File: src/rtl/mem_port_arbiter_if.sv
// rtl/mem_port_arbiter_if.sv - request, completion and memory-side signals of the two-port memory arbiter
interface mem_port_arbiter_if #(
  parameter int DATA_WIDTH = 32,
  parameter int ADDR_WIDTH = 32
);
  logic                  req0;
  logic                  req1;
  logic                  we0;
  logic                  we1;
  logic [ADDR_WIDTH-1:0] addr0;
  logic [ADDR_WIDTH-1:0] addr1;
  logic [DATA_WIDTH-1:0] wdata0;
  logic [DATA_WIDTH-1:0] wdata1;
  logic                  done0;
  logic                  done1;
  logic                  err0;
  logic                  err1;
  logic [DATA_WIDTH-1:0] rdata;
  logic                  sel;
  logic                  mem_req;
  logic                  mem_we;
  logic [ADDR_WIDTH-1:0] mem_addr;
  logic [DATA_WIDTH-1:0] mem_wdata;
  logic [DATA_WIDTH-1:0] mem_rdata;
  logic                  mem_ready;

  // Arbiter side: owns the memory port and answers both requesters.
  modport master (
    input  req0, req1, we0, we1, addr0, addr1, wdata0, wdata1, mem_rdata, mem_ready,
    output done0, done1, err0, err1, rdata, sel, mem_req, mem_we, mem_addr, mem_wdata
  );

  modport slave (
    output req0, req1, we0, we1, addr0, addr1, wdata0, wdata1, mem_rdata, mem_ready,
    input  done0, done1, err0, err1, rdata, sel, mem_req, mem_we, mem_addr, mem_wdata
  );
endinterface

File: src/rtl/mem_port_arbiter.sv
// rtl/mem_port_arbiter.sv - round-robin arbiter sharing one memory port between fetch and load/store
module MUX_2 #(
  parameter int WIDTH = 1
) (
  input  logic [WIDTH-1:0] a,
  input  logic [WIDTH-1:0] b,
  input  logic             s,
  output logic [WIDTH-1:0] y
);
  assign y = s ? b : a;
endmodule

module mem_port_arbiter #(
  parameter int DATA_WIDTH = 32,
  parameter int ADDR_WIDTH = 32,
  parameter int TIMEOUT    = 16
) (
  input  logic clk,
  input  logic rst,
  mem_port_arbiter_if.master bus
);
  localparam int CNT_W = (TIMEOUT > 2) ? $clog2(TIMEOUT) : 1;
  localparam logic [CNT_W-1:0] CNT_LAST = CNT_W'(TIMEOUT - 1);

  typedef enum logic [1:0] {IDLE, BUSY0, BUSY1} state_t;

  state_t           state;
  state_t           state_nxt;
  logic             last;
  logic             last_nxt;
  logic [CNT_W-1:0] cnt;
  logic [CNT_W-1:0] cnt_nxt;
  logic             expired;
  logic             finish;
  logic             sel_int;

  // Both requesting: the one not served last wins.
  function automatic state_t pick(input logic r0, input logic r1, input logic lst);
    if (r0 && r1)  return lst ? BUSY0 : BUSY1;
    else if (r0)   return BUSY0;
    else if (r1)   return BUSY1;
    else           return IDLE;
  endfunction

  always_ff @(posedge clk or posedge rst) begin
    if (rst) begin
      state <= IDLE;
      last  <= 1'b1;
      cnt   <= '0;
    end else begin
      state <= state_nxt;
      last  <= last_nxt;
      cnt   <= cnt_nxt;
    end
  end

  assign expired = (cnt == CNT_LAST);
  assign finish  = (state != IDLE) && (bus.mem_ready || expired);

  // The finishing requester is masked so the other one is handed the port without an idle bubble.
  always_comb begin
    state_nxt = state;
    last_nxt  = last;
    cnt_nxt   = cnt;
    case (state)
      IDLE:    state_nxt = pick(bus.req0, bus.req1, last);
      BUSY0:   if (finish) state_nxt = pick(1'b0, bus.req1, last);
               else        cnt_nxt   = cnt + 1'b1;
      BUSY1:   if (finish) state_nxt = pick(bus.req0, 1'b0, last);
               else        cnt_nxt   = cnt + 1'b1;
      default: state_nxt = IDLE;
    endcase
    if (finish)
      cnt_nxt = '0;
    if ((state == IDLE || finish) && state_nxt != IDLE) begin
      last_nxt = (state_nxt == BUSY1);
      cnt_nxt  = '0;
    end
  end

  always_comb begin
    sel_int     = (state == BUSY1);
    bus.sel     = sel_int;
    bus.mem_req = (state != IDLE);
    bus.done0   = (state == BUSY0) && finish;
    bus.done1   = (state == BUSY1) && finish;
    bus.err0    = (state == BUSY0) && expired && !bus.mem_ready;
    bus.err1    = (state == BUSY1) && expired && !bus.mem_ready;
    bus.rdata   = bus.mem_rdata;
  end

  MUX_2 #(.WIDTH(1)) u_mux_we (
    .a (bus.we0),
    .b (bus.we1),
    .s (sel_int),
    .y (bus.mem_we)
  );

  MUX_2 #(.WIDTH(ADDR_WIDTH)) u_mux_addr (
    .a (bus.addr0),
    .b (bus.addr1),
    .s (sel_int),
    .y (bus.mem_addr)
  );

  MUX_2 #(.WIDTH(DATA_WIDTH)) u_mux_wdata (
    .a (bus.wdata0),
    .b (bus.wdata1),
    .s (sel_int),
    .y (bus.mem_wdata)
  );
endmodule
File: src/flat_wrapper.sv
// flat-port wrapper written by rule: the top's interface ports become plain ports
module mem_port_arbiter_flat 
#(
  parameter int DATA_WIDTH = 32,
  parameter int ADDR_WIDTH = 32,
  parameter int TIMEOUT    = 16
)
  (clk, rst, bus_req0, bus_req1, bus_we0, bus_we1, bus_addr0, bus_addr1, bus_wdata0, bus_wdata1, bus_mem_rdata, bus_mem_ready, bus_done0, bus_done1, bus_err0, bus_err1, bus_rdata, bus_sel, bus_mem_req, bus_mem_we, bus_mem_addr, bus_mem_wdata);
  mem_port_arbiter_if #(.DATA_WIDTH(DATA_WIDTH), .ADDR_WIDTH(ADDR_WIDTH)) bus_i ();
  input  logic clk;
  input  logic rst;
  input wire logic [$bits(bus_i.req0)-1:0] bus_req0;
  input wire logic [$bits(bus_i.req1)-1:0] bus_req1;
  input wire logic [$bits(bus_i.we0)-1:0] bus_we0;
  input wire logic [$bits(bus_i.we1)-1:0] bus_we1;
  input wire logic [$bits(bus_i.addr0)-1:0] bus_addr0;
  input wire logic [$bits(bus_i.addr1)-1:0] bus_addr1;
  input wire logic [$bits(bus_i.wdata0)-1:0] bus_wdata0;
  input wire logic [$bits(bus_i.wdata1)-1:0] bus_wdata1;
  input wire logic [$bits(bus_i.mem_rdata)-1:0] bus_mem_rdata;
  input wire logic [$bits(bus_i.mem_ready)-1:0] bus_mem_ready;
  output wire logic [$bits(bus_i.done0)-1:0] bus_done0;
  output wire logic [$bits(bus_i.done1)-1:0] bus_done1;
  output wire logic [$bits(bus_i.err0)-1:0] bus_err0;
  output wire logic [$bits(bus_i.err1)-1:0] bus_err1;
  output wire logic [$bits(bus_i.rdata)-1:0] bus_rdata;
  output wire logic [$bits(bus_i.sel)-1:0] bus_sel;
  output wire logic [$bits(bus_i.mem_req)-1:0] bus_mem_req;
  output wire logic [$bits(bus_i.mem_we)-1:0] bus_mem_we;
  output wire logic [$bits(bus_i.mem_addr)-1:0] bus_mem_addr;
  output wire logic [$bits(bus_i.mem_wdata)-1:0] bus_mem_wdata;
  assign bus_i.req0 = bus_req0;
  assign bus_i.req1 = bus_req1;
  assign bus_i.we0 = bus_we0;
  assign bus_i.we1 = bus_we1;
  assign bus_i.addr0 = bus_addr0;
  assign bus_i.addr1 = bus_addr1;
  assign bus_i.wdata0 = bus_wdata0;
  assign bus_i.wdata1 = bus_wdata1;
  assign bus_i.mem_rdata = bus_mem_rdata;
  assign bus_i.mem_ready = bus_mem_ready;
  assign bus_done0 = bus_i.done0;
  assign bus_done1 = bus_i.done1;
  assign bus_err0 = bus_i.err0;
  assign bus_err1 = bus_i.err1;
  assign bus_rdata = bus_i.rdata;
  assign bus_sel = bus_i.sel;
  assign bus_mem_req = bus_i.mem_req;
  assign bus_mem_we = bus_i.mem_we;
  assign bus_mem_addr = bus_i.mem_addr;
  assign bus_mem_wdata = bus_i.mem_wdata;
  mem_port_arbiter #(.DATA_WIDTH(DATA_WIDTH), .ADDR_WIDTH(ADDR_WIDTH), .TIMEOUT(TIMEOUT)) u_core (.clk(clk), .rst(rst), .bus(bus_i));
endmodule
File: config.mk
export PLATFORM = sky130hd
export DESIGN_NAME = mem_port_arbiter_flat
export DESIGN_NICKNAME = d
export VERILOG_FILES = /design/src/rtl/mem_port_arbiter_if.sv /design/src/rtl/mem_port_arbiter.sv /design/src/flat_wrapper.sv
export SDC_FILE = /design/constraint.sdc
export NUM_CORES = 1
export LEC_CHECK = 0
export BUFFER_PORTS_ARGS = -buffer_cell sky130_fd_sc_hd__buf_2
export CORE_AREA = 4 4 103 105
export DETAILED_ROUTE_END_ITERATION = 8
export DIE_AREA = 0 0 107 109
export HOLD_SLACK_MARGIN = 0.12
export PLACE_DENSITY_LB_ADDON = 0.25
export SLEW_MARGIN = 5
export SYNTH_ARGS = -nofsm -noshare
export SYNTH_HDL_FRONTEND = slang
export SYNTH_HIERARCHICAL = 1
export SYNTH_SLANG_ARGS = --single-unit
File: constraint.sdc
create_clock -name clk -period 2.38 [get_ports clk]
set_input_delay 0.357 -clock clk [delete_from_list [all_inputs] [get_ports clk]]
set_output_delay 0.357 -clock clk [all_outputs]
set_load 0.05 [all_outputs]
==> results_dict.tcl, run 1 <==
set metrics [dict create \
    gp_congestion 0.699 \
    diodes 0 \
    grt_max_degree 38 \
    p_switching_w 0.00183 \
    postCtsSetupBuffers 0 \
    final_common_cell "buf_2" \
    grt_pass1_wl_mm 8.74 \
    wl_per_cell_um 13.6 \
    finalSetupViolCount 0 \
    dpl.hpwl_mm 5.60 \
    netlist_area_sq_um 1880 \
    cp.required_ps 2020 \
    synth_top_family_by_area "multiplexers" \
    first_pass_iters 3 \
    avgSynthCellArea_sq_um 11.9 \
    pwr-share-seq 0.064 \
    io_buffers 205 \
    status "complete, no violations" \
    routed_wl_mm 6.31 \
    cts_tree "done" \
    p_total_w 0.00313 \
    crit_fanout 7 \
    swShare 0.584 \
    layout_common_cells "205 x buf_2, 61 x mux2_4, 6 x dfrtp_1, 5 x nor3_1, 5 x inv_1" \
    synth_nets 331 \
    fin_crit_sh 0.963 \
    r2r_slack_ps 470 \
    drive_gt1_frac 0.873 \
    yosysUniqueCellTypes 32 \
    fin_skew_ps 1.52 \
    netlist_instances 159 \
    path_class "reg -> out" \
    fill_cells 1043 \
    synthSimpleGateAreaFrac 0.0744 \
    p_per_area_nw_per_um2 1120 \
    die_x_um 107 \
    std_cell_rows 36 \
    grt_setup_unrepaired "false" \
    grt.total_usage 0.0912 \
    start_util 0.195 \
    die_y_um 109 \
    clkLatencyLatePin_ps 220 \
    overflow 0 \
    first_iter_violations 115 \
    ys_warn_count 6 \
    grt_antenna_before_repair 0 \
    die_area_sq_um 11700 \
    power.internal_w 0.00130 \
    pwr-share-comb 0.883 \
    num_vias 1832 \
    h-tree-depth 1 \
    maxCapViolations 0 \
    relSlewSlack 0.783 \
    cts_made_buffers 3 \
    synth-compound-area-share 0.0505 \
    end_kind "output port" \
    fin_setup_tns_ps 0 \
    power_leakage_nw 1.57 \
    pin_count 270 \
    routed_via_density 3.96 \
    seq_area_frac_synth 0.0936 \
    drv_slew 0 \
    hold_class "in -> reg" \
    ant_nets 0 \
    grt_pass1_vias 1749 \
    clock-sinks 7 \
    drc_errors 0 \
    synth_mux_area_frac 0.515 \
    synthToLayoutAreaGrowth_pct 48.6 \
    clk_pin_slew_worst_paths_ps 40 \
    nNetsFinal 503 \
    fmax_mhz 437 \
    finalHoldViolCount 0 \
    start_kind "flip-flop" \
    final_core_util 0.290 \
    core-area_sq_um 9640 \
    synthXorXnorAreaFrac 0.0139 \
    cts_root_buf "clkbuf_8" \
    arrival_ps 1930 \
    worst_pin_slew_ps 323 \
    cts_max_path_buffers 2 \
    period_needed_ps 2290 \
    synth_seq_cells 7 \
    vdd_drop_max_mv 0.467 \
    power.share.clock 0.052 \
    synthAdderAreaFrac 0.0332 \
]
==> worst max-delay path, stage by stage (launching register included) <==
cell and delay (ps):
dfrtp_1 400, inv_1 130, ha_2 260, and4b_4 240, or2_4 270, and2_2 200
buf_2 210
==> repair_timing <==
| item | in CTS | in global routing |
|---|---|---|
| gates resized for setup | 1 | 1 |
| endpoints found under the hold margin | 6 | 0 |
| endpoints found under the setup margin | 2 | 2 |
| hold buffers | 1 | 0 |
==> metal layers <==
| metal | wire (um) | GRT usage | vias up |
|---|---|---|---|
| met3 | 716 | 0.0320 | 6 |
| met4 | 34 | 0.0201 | 0 |
| met5 | 0 | 0 | - |
| met2 | 3320 | 0.172 | 110 |
| li1 | - | - | 871 |
| met1 | 2230 | 0.0981 | 845 |
==> area by class of cell <==
| type | count | area, sq um | area share |
|---|---|---|---|
| Clock buffer | 4 | 45.0 | 0.0161 |
| Inverter | 5 | 18.8 | 0.00670 |
| Multi-Input combinational cell | 106 | 1320 | 0.471 |
| Sequential cell | 7 | 176 | 0.0630 |
| Tap cell | 133 | 166 | 0.0594 |
| Timing Repair Buffer | 208 | 1080 | 0.384 |
==> metrics by stage <==
stage          setup slack (ps)  instance area [sq um]  hold WS, ps  instances
6_report                   89.1                   2800          467        463
5_1_grt                    13.5                   2800          472        463
4_1_cts                    19.8                   2800          459        463
3_5_place_dp                137                   2740          308        458
3_3_place_gp                196                   2740          302        458
2_1_floorplan               147                   1890          160        159
==> Yosys cell counts <==
library cell  instances  area, sq um
mux2_4               61          916
buf_4                32          240
buf_12                6          120
dfrtp_1               6          150
ha_1                  5         62.6
inv_1                 5         18.8
nor3_1                5         25.0
mux2_2                4         45.0
buf_6                 3         33.8
nor2_1                3         11.3
a2bb2oi_2             2         30.0
and2_2                2         15.0
nand2_1               2         7.51
nor2b_1               2         12.5
nor3b_1               2         15.0
o21ai_0               2         10.0
xor2_1                2         17.5
a211oi_4              1         20.0
a21boi_2              1         11.3
a21oi_1               1         5.00
a221o_1               1         10.0
a22o_1                1         8.76
and3_1                1         6.26
and3b_2               1         10.0
and4b_4               1         13.8
dfstp_2               1         26.3
mux2i_1               1         10.0
nand2b_1              1         6.26
nand3_1               1         5.00
nand4_1               1         6.26
or2_1                 1         6.26
xnor2_1               1         8.76
==> worst paths after layout <==
path / startpoint / end / depth (start not counted)
max reg2reg: u_core/state[0]$_DFF_PP0_ / u_core/cnt[1]$_DFFE_PP0P_ / 7
min in group asynchronous: rst / u_core/state[1]$_DFF_PP0_ / 3
max in group asynchronous: rst / u_core/last$_DFFE_PP1P_ / 3
min: bus_req0 / u_core/last$_DFFE_PP1P_ / 4
max: u_core/state[0]$_DFF_PP0_ / bus_done1 / 6
min reg2reg: u_core/last$_DFFE_PP1P_ / u_core/last$_DFFE_PP1P_ / 1
==> registers in the layout (all words and copies together), names as in the netlist <==
register,cells
u_core/cnt,4
u_core/last,1
u_core/state,2
==> power groups by stage <==
stage          combinational, W  clock [W]  sequential, W
3_3_place_gp            0.00277          0       0.000200
6_report                0.00277   0.000164       0.000202
5_1_grt                 0.00290   0.000175       0.000208
3_5_place_dp            0.00278          0       0.000204
2_1_floorplan           0.00258          0       0.000192
4_1_cts                 0.00279   0.000171       0.000202
==> cell families after synthesis <==
kind of cell	Yosys count
and+or+nand+nor	23
xor gates and xnor gates	3
adders and majority gates	5
muxes	66
DFF	7
AOI/OAI and AO/OA	9
buffers and inverters	46
(Power assumes the default switching activity.)
==> run 2: changes to the inputs <==
--- a/config.mk
+++ b/config.mk
@@ -10,4 +10,5 @@
 export DETAILED_ROUTE_END_ITERATION = 8
 export DIE_AREA = 0 0 107 109
+export GPL_ROUTABILITY_DRIVEN = 0
 export HOLD_SLACK_MARGIN = 0.12
 export PLACE_DENSITY_LB_ADDON = 0.25
==> constraint.sdc (replaced) <==
create_clock -name clk -period 2.38 [get_ports clk]
set_input_delay 0.119 -clock clk [delete_from_list [all_inputs] [get_ports clk]]
set_output_delay 0.119 -clock clk [all_outputs]
set_load 0.05 [all_outputs]
==> results_dict.tcl, run 2 (synthesis gave the netlist of run 1 again) <==
set metrics [dict create \
    status "complete, no violations" \
    overflow 0 \
    holdCritStartpoint "bus_req1" \
    r2r_slack_ps 350 \
    grt_util_met1 0.0979 \
    die_x_um 107 \
    io_buffers 205 \
    top_usage_layer "met2" \
    relSlewSlack 0.782 \
    period_needed_ps 2200 \
    routed_via_density 3.87 \
    r2r_start "u_core/state[0]$_DFF_PP0_" \
    grt_pass1_vias 1820 \
    pin_count 270 \
    start_kind "flip-flop" \
    grt_antenna_before_repair 0 \
    drv_slew 0 \
    nNetsFinal 503 \
    drive_gt1_frac 0.867 \
    grt_setup_unrepaired "false" \
    cts_resized 0 \
    whs_path_depth 3 \
    clock-sinks 7 \
    dpl.hpwl_mm 5.54 \
    h-tree-depth 1 \
    cts_tree "done" \
    grt.total_usage 0.0911 \
    drc_errors 0 \
    num_vias 1792 \
    power_leakage_nw 1.57 \
    first_iter_violations 75 \
    largest_reg_flops 4 \
    cp_slowest_stage_delay_ps 380 \
    finalSetupViolCount 0 \
    dp.cells 458 \
    crit_fanout 7 \
    fin_skew_ps 3.37 \
    fill_cells 1049 \
    routed_wl_mm 6.23 \
    cts_max_path_buffers 2 \
    clkLatencyLatePin_ps 220 \
    clk_pin_slew_worst_paths_ps 40 \
    worst_pin_slew_ps 325 \
    crit_chain "inv_1 > ha_1 > and4b_4 > or2_1 > and2_2 > buf_2" \
    path_class "reg -> out" \
    top_register "u_core/cnt" \
    ant_nets 0 \
    ff2ff_path_depth 7 \
    synthToLayoutAreaGrowth_pct 48.3 \
    finalHoldViolCount 0 \
    vdd_drop_max_mv 0.455 \
    cts_root_buf "clkbuf_8" \
    wl_per_cell_um 13.4 \
    diodes 0 \
    fmax_mhz 455 \
    final_common_cell "buf_2" \
    p_per_area_nw_per_um2 1120 \
    cp_slowest_cell "dfrtp_1" \
    maxCapViolations 0 \
    grt_pass1_wl_mm 8.74 \
    start_util 0.195 \
    use_met2 0.174 \
    gr-usage-met3 0.0249 \
    first_pass_iters 3 \
    die_y_um 109 \
    std_cell_rows 36 \
    die_area_sq_um 11700 \
    grt_max_degree 39 \
    hold_end "u_core/state[1]$_DFF_PP0_" \
    cp.required_ps 2260 \
    reg_top3 "u_core/cnt (4), u_core/state (2), u_core/last (1)" \
    end_kind "output port" \
    fin_crit_sh 0.924 \
    core-area_sq_um 9640 \
    path_buf_inv 2 \
    fin_cells 463 \
    fin_setup_tns_ps 0 \
    cts_made_buffers 3 \
    critPathTopFamily "simple AND/OR/NAND/NOR gates" \
    arrival_ps 2080 \
    layout_common_cells "205 x buf_2, 61 x mux2_4, 6 x dfrtp_1, 5 x nor3_1, 5 x inv_1" \
    hold_class "in -> reg" \
    rr_endpoint "u_core/cnt[0]$_DFFE_PP0P_" \
]
==> run 2: cell types whose count changed in the layout (fill, tap and decap cells not counted) <==
cell   delta
ha_1      +1
ha_2      -1
or2_1     +1
or2_4     -1
==> run 2: power by group <==
group	internal (W)	total [W]	switching, W
logic	0.00101	0.00276	0.00174
clock network	0.000116	0.000163	0.0000478
registers	0.000165	0.000202	0.0000368
total	0.00129	0.00312	0.00183
==> run 2: worst min-delay path: stages <==
cell and delay [ps]:
buf_2 100, a2bb2oi_2 70, nor2_1 90
==> run 2: worst max path at each step <==
stage | start | end | cells after the start
2_1_floorplan | u_core/state[0]$_DFF_PP0_ | bus_err1 | 3
3_3_place_gp | u_core/state[0]$_DFF_PP0_ | u_core/cnt[2]$_DFFE_PP0P_ | 7
3_5_place_dp | u_core/state[0]$_DFF_PP0_ | u_core/cnt[0]$_DFFE_PP0P_ | 7
4_1_cts | u_core/state[0]$_DFF_PP0_ | bus_done1 | 6
5_1_grt | u_core/state[1]$_DFF_PP0_ | bus_done1 | 6
6_report | u_core/state[0]$_DFF_PP0_ | bus_done1 | 6
==> run 2: cell type report <==
type / instances / area (sq um) / share of cell area
inverter: 5 / 18.8 / 0.00671
clock buffer: 4 / 45.0 / 0.0161
sequential: 7 / 176 / 0.0631
timing repair buffer: 208 / 1080 / 0.385
tap: 133 / 166 / 0.0595
multi-input combinational: 106 / 1310 / 0.470
==> run 2: repair_timing <==
item / in CTS / in global routing
buffers inserted: 0 / 0
hold buffers: 1 / 0
endpoints found under the hold margin: 7 / 0
==> run 2: through the flow <==
| step | power [W] | hold WS, ps | utilization | setup slack (ps) | cell area [sq um] |
|---|---|---|---|---|---|
| floorplan | 0.00277 | -78.3 | - | 385 | 1890 |
| global placement | 0.00296 | 60.4 | 0.284 | 404 | 2740 |
| detailed placement | 0.00298 | 66.8 | 0.284 | 336 | 2740 |
| CTS | 0.00316 | 217 | 0.290 | 137 | 2800 |
| global route | 0.00327 | 221 | 0.290 | 21.1 | 2800 |
| finish | 0.00312 | 208 | 0.290 | 181 | 2800 |
==> run 2: per-layer routing <==
layer,part of all wire,wire (um)
met5,0,0
met4,0.012,75
met3,0.10,623
met2,0.53,3280
met1,0.36,2250
==> run 3: changes to the inputs <==
CTS_BUF_LIST = sky130_fd_sc_hd__clkbuf_16   (was default)
TNS_END_PERCENT = 50   (was default)
==> results_dict.tcl, run 3 (synthesis gave the netlist of run 1 again) <==
set metrics [dict create \
    fin_ws_ps 170 \
    relSlewSlack 0.782 \
    cp.required_ps 2260 \
    cts_max_path_buffers 2 \
    cts_root_buf "clkbuf_16" \
    grt.total_usage 0.0925 \
    clock-sinks 7 \
    finalSetupViolCount 0 \
    cts_tree "done" \
    fin_skew_ps 2.07 \
    fmax_mhz 453 \
    power_leakage_nw 1.59 \
    drive_gt1_frac 0.867 \
    final_common_cell "buf_2" \
    routed_via_density 3.90 \
    num_vias 1804 \
    cts_made_buffers 3 \
    p_per_area_nw_per_um2 1150 \
    layout_common_cells "205 x buf_2, 61 x mux2_4, 6 x inv_1, 6 x dfrtp_1, 5 x nor3_1" \
    period_needed_ps 2210 \
    path_class "reg -> out" \
    fin_crit_sh 0.928 \
    dpl_cell_area_sq_um 2740 \
    pre_cts_ws_ps 336 \
    clk_pin_slew_worst_paths_ps 40 \
    ant_nets 0 \
    maxCapViolations 0 \
    postCtsSetupBuffers 0 \
    crit_chain "inv_1 > ha_1 > and4b_4 > or2_1 > and2_2 > buf_2" \
    die_x_um 107 \
    drv_slew 0 \
    std_cell_rows 36 \
    synthToLayoutAreaGrowth_pct 50.1 \
    path_buf_inv 2 \
    core-area_sq_um 9640 \
    vdd_drop_max_mv 0.659 \
    p_total_w 0.00324 \
    status "complete, no violations" \
    arrival_ps 2090 \
    nNetsFinal 503 \
    grt_antenna_before_repair 0 \
    overflow 0 \
    finalHoldViolCount 0 \
    reg_top3 "u_core/cnt (4), u_core/state (2), u_core/last (1)" \
    grt_pass1_vias 1814 \
    hold_class "in -> reg" \
    grt_setup_unrepaired "false" \
    clkLatencyLatePin_ps 230 \
    die_y_um 109 \
    fin_area_sq_um 2830 \
    end_kind "output port" \
    largest_reg_flops 4 \
    crit_fanout 7 \
    grt_max_degree 39 \
    top_register "u_core/cnt" \
    first_iter_violations 63 \
    start_util 0.195 \
    fill_cells 1043 \
    start_kind "flip-flop" \
    grt_pass1_wl_mm 8.84 \
    cp_slowest_stage_delay_ps 380 \
    pin_count 270 \
    diodes 0 \
    die_area_sq_um 11700 \
    dpl.hpwl_mm 5.54 \
    cp_slowest_cell "dfrtp_1" \
    fin_setup_tns_ps 0 \
    ctsHoldBuffers 1 \
    hold_slack_ps 202 \
    first_pass_iters 4 \
    wl_per_cell_um 13.5 \
    routed_wl_mm 6.27 \
    worst_pin_slew_ps 324 \
    critPathTopFamily "simple AND/OR/NAND/NOR gates" \
    h-tree-depth 1 \
    drc_errors 0 \
    cts_resized 0 \
    io_buffers 205 \
]
==> run 3: cell types whose count changed in the layout (fill, tap and decap cells not counted), sizes merged <==
cell,previous run,this run
clkbuf,4,3
inv,5,6
==> run 3: worst paths after layout <==
check / startpoint / endpoint / depth (start not counted) / slack, ps
max: u_core/state[0]$_DFF_PP0_ / bus_done1 / 6 / 170
min: bus_req1 / u_core/state[1]$_DFF_PP0_ / 3 / 200
max reg2reg: u_core/state[0]$_DFF_PP0_ / u_core/cnt[3]$_DFFE_PP0P_ / 7 / 310
min reg2reg: u_core/last$_DFFE_PP1P_ / u_core/last$_DFFE_PP1P_ / 1 / 520
max in group asynchronous: rst / u_core/last$_DFFE_PP1P_ / 3 / 1730
min in group asynchronous: rst / u_core/state[0]$_DFF_PP0_ / 3 / 370
==> run 3: metrics by stage <==
stage                util  std cells
global route        0.293        463
global placement    0.284        458
finish              0.293        463
CTS                 0.293        463
detailed placement  0.284        458
floorplan               -        159
==> run 3: worst reg2reg max path, stage by stage (launching register included) <==
cell	delay, ps
dfrtp_1	380
inv_1	100
ha_1	290
and4b_4	380
or2_1	260
a2bb2oi_2	230
a21boi_2	110
nor3_1	220
==> run 3: cell type report <==
| cell class | count | area (sq um) | area share |
|---|---|---|---|
| Inverter | 5 | 18.8 | 0.00663 |
| Clock inverter | 1 | 3.75 | 0.00133 |
| Sequential cell | 7 | 176 | 0.0624 |
| Multi-Input combinational cell | 106 | 1310 | 0.464 |
| Clock buffer | 3 | 75.1 | 0.0265 |
| Tap cell | 133 | 166 | 0.0588 |
| Timing Repair Buffer | 208 | 1080 | 0.380 |
==> run 3: per-layer routing <==
metal	vias up	track usage	share of wire
met1	814	0.0993	0.36
li1	869	-	-
met3	8	0.0249	0.10
met5	-	0	0
met2	113	0.176	0.53
met4	0	0.0292	0.013
==> run 3: power breakdown <==
group          switching [W]  internal (W)  total [W]
clock              0.0000638      0.000219   0.000282
sequential         0.0000365      0.000165   0.000201
combinational        0.00174       0.00101    0.00276
total                0.00184       0.00140    0.00324
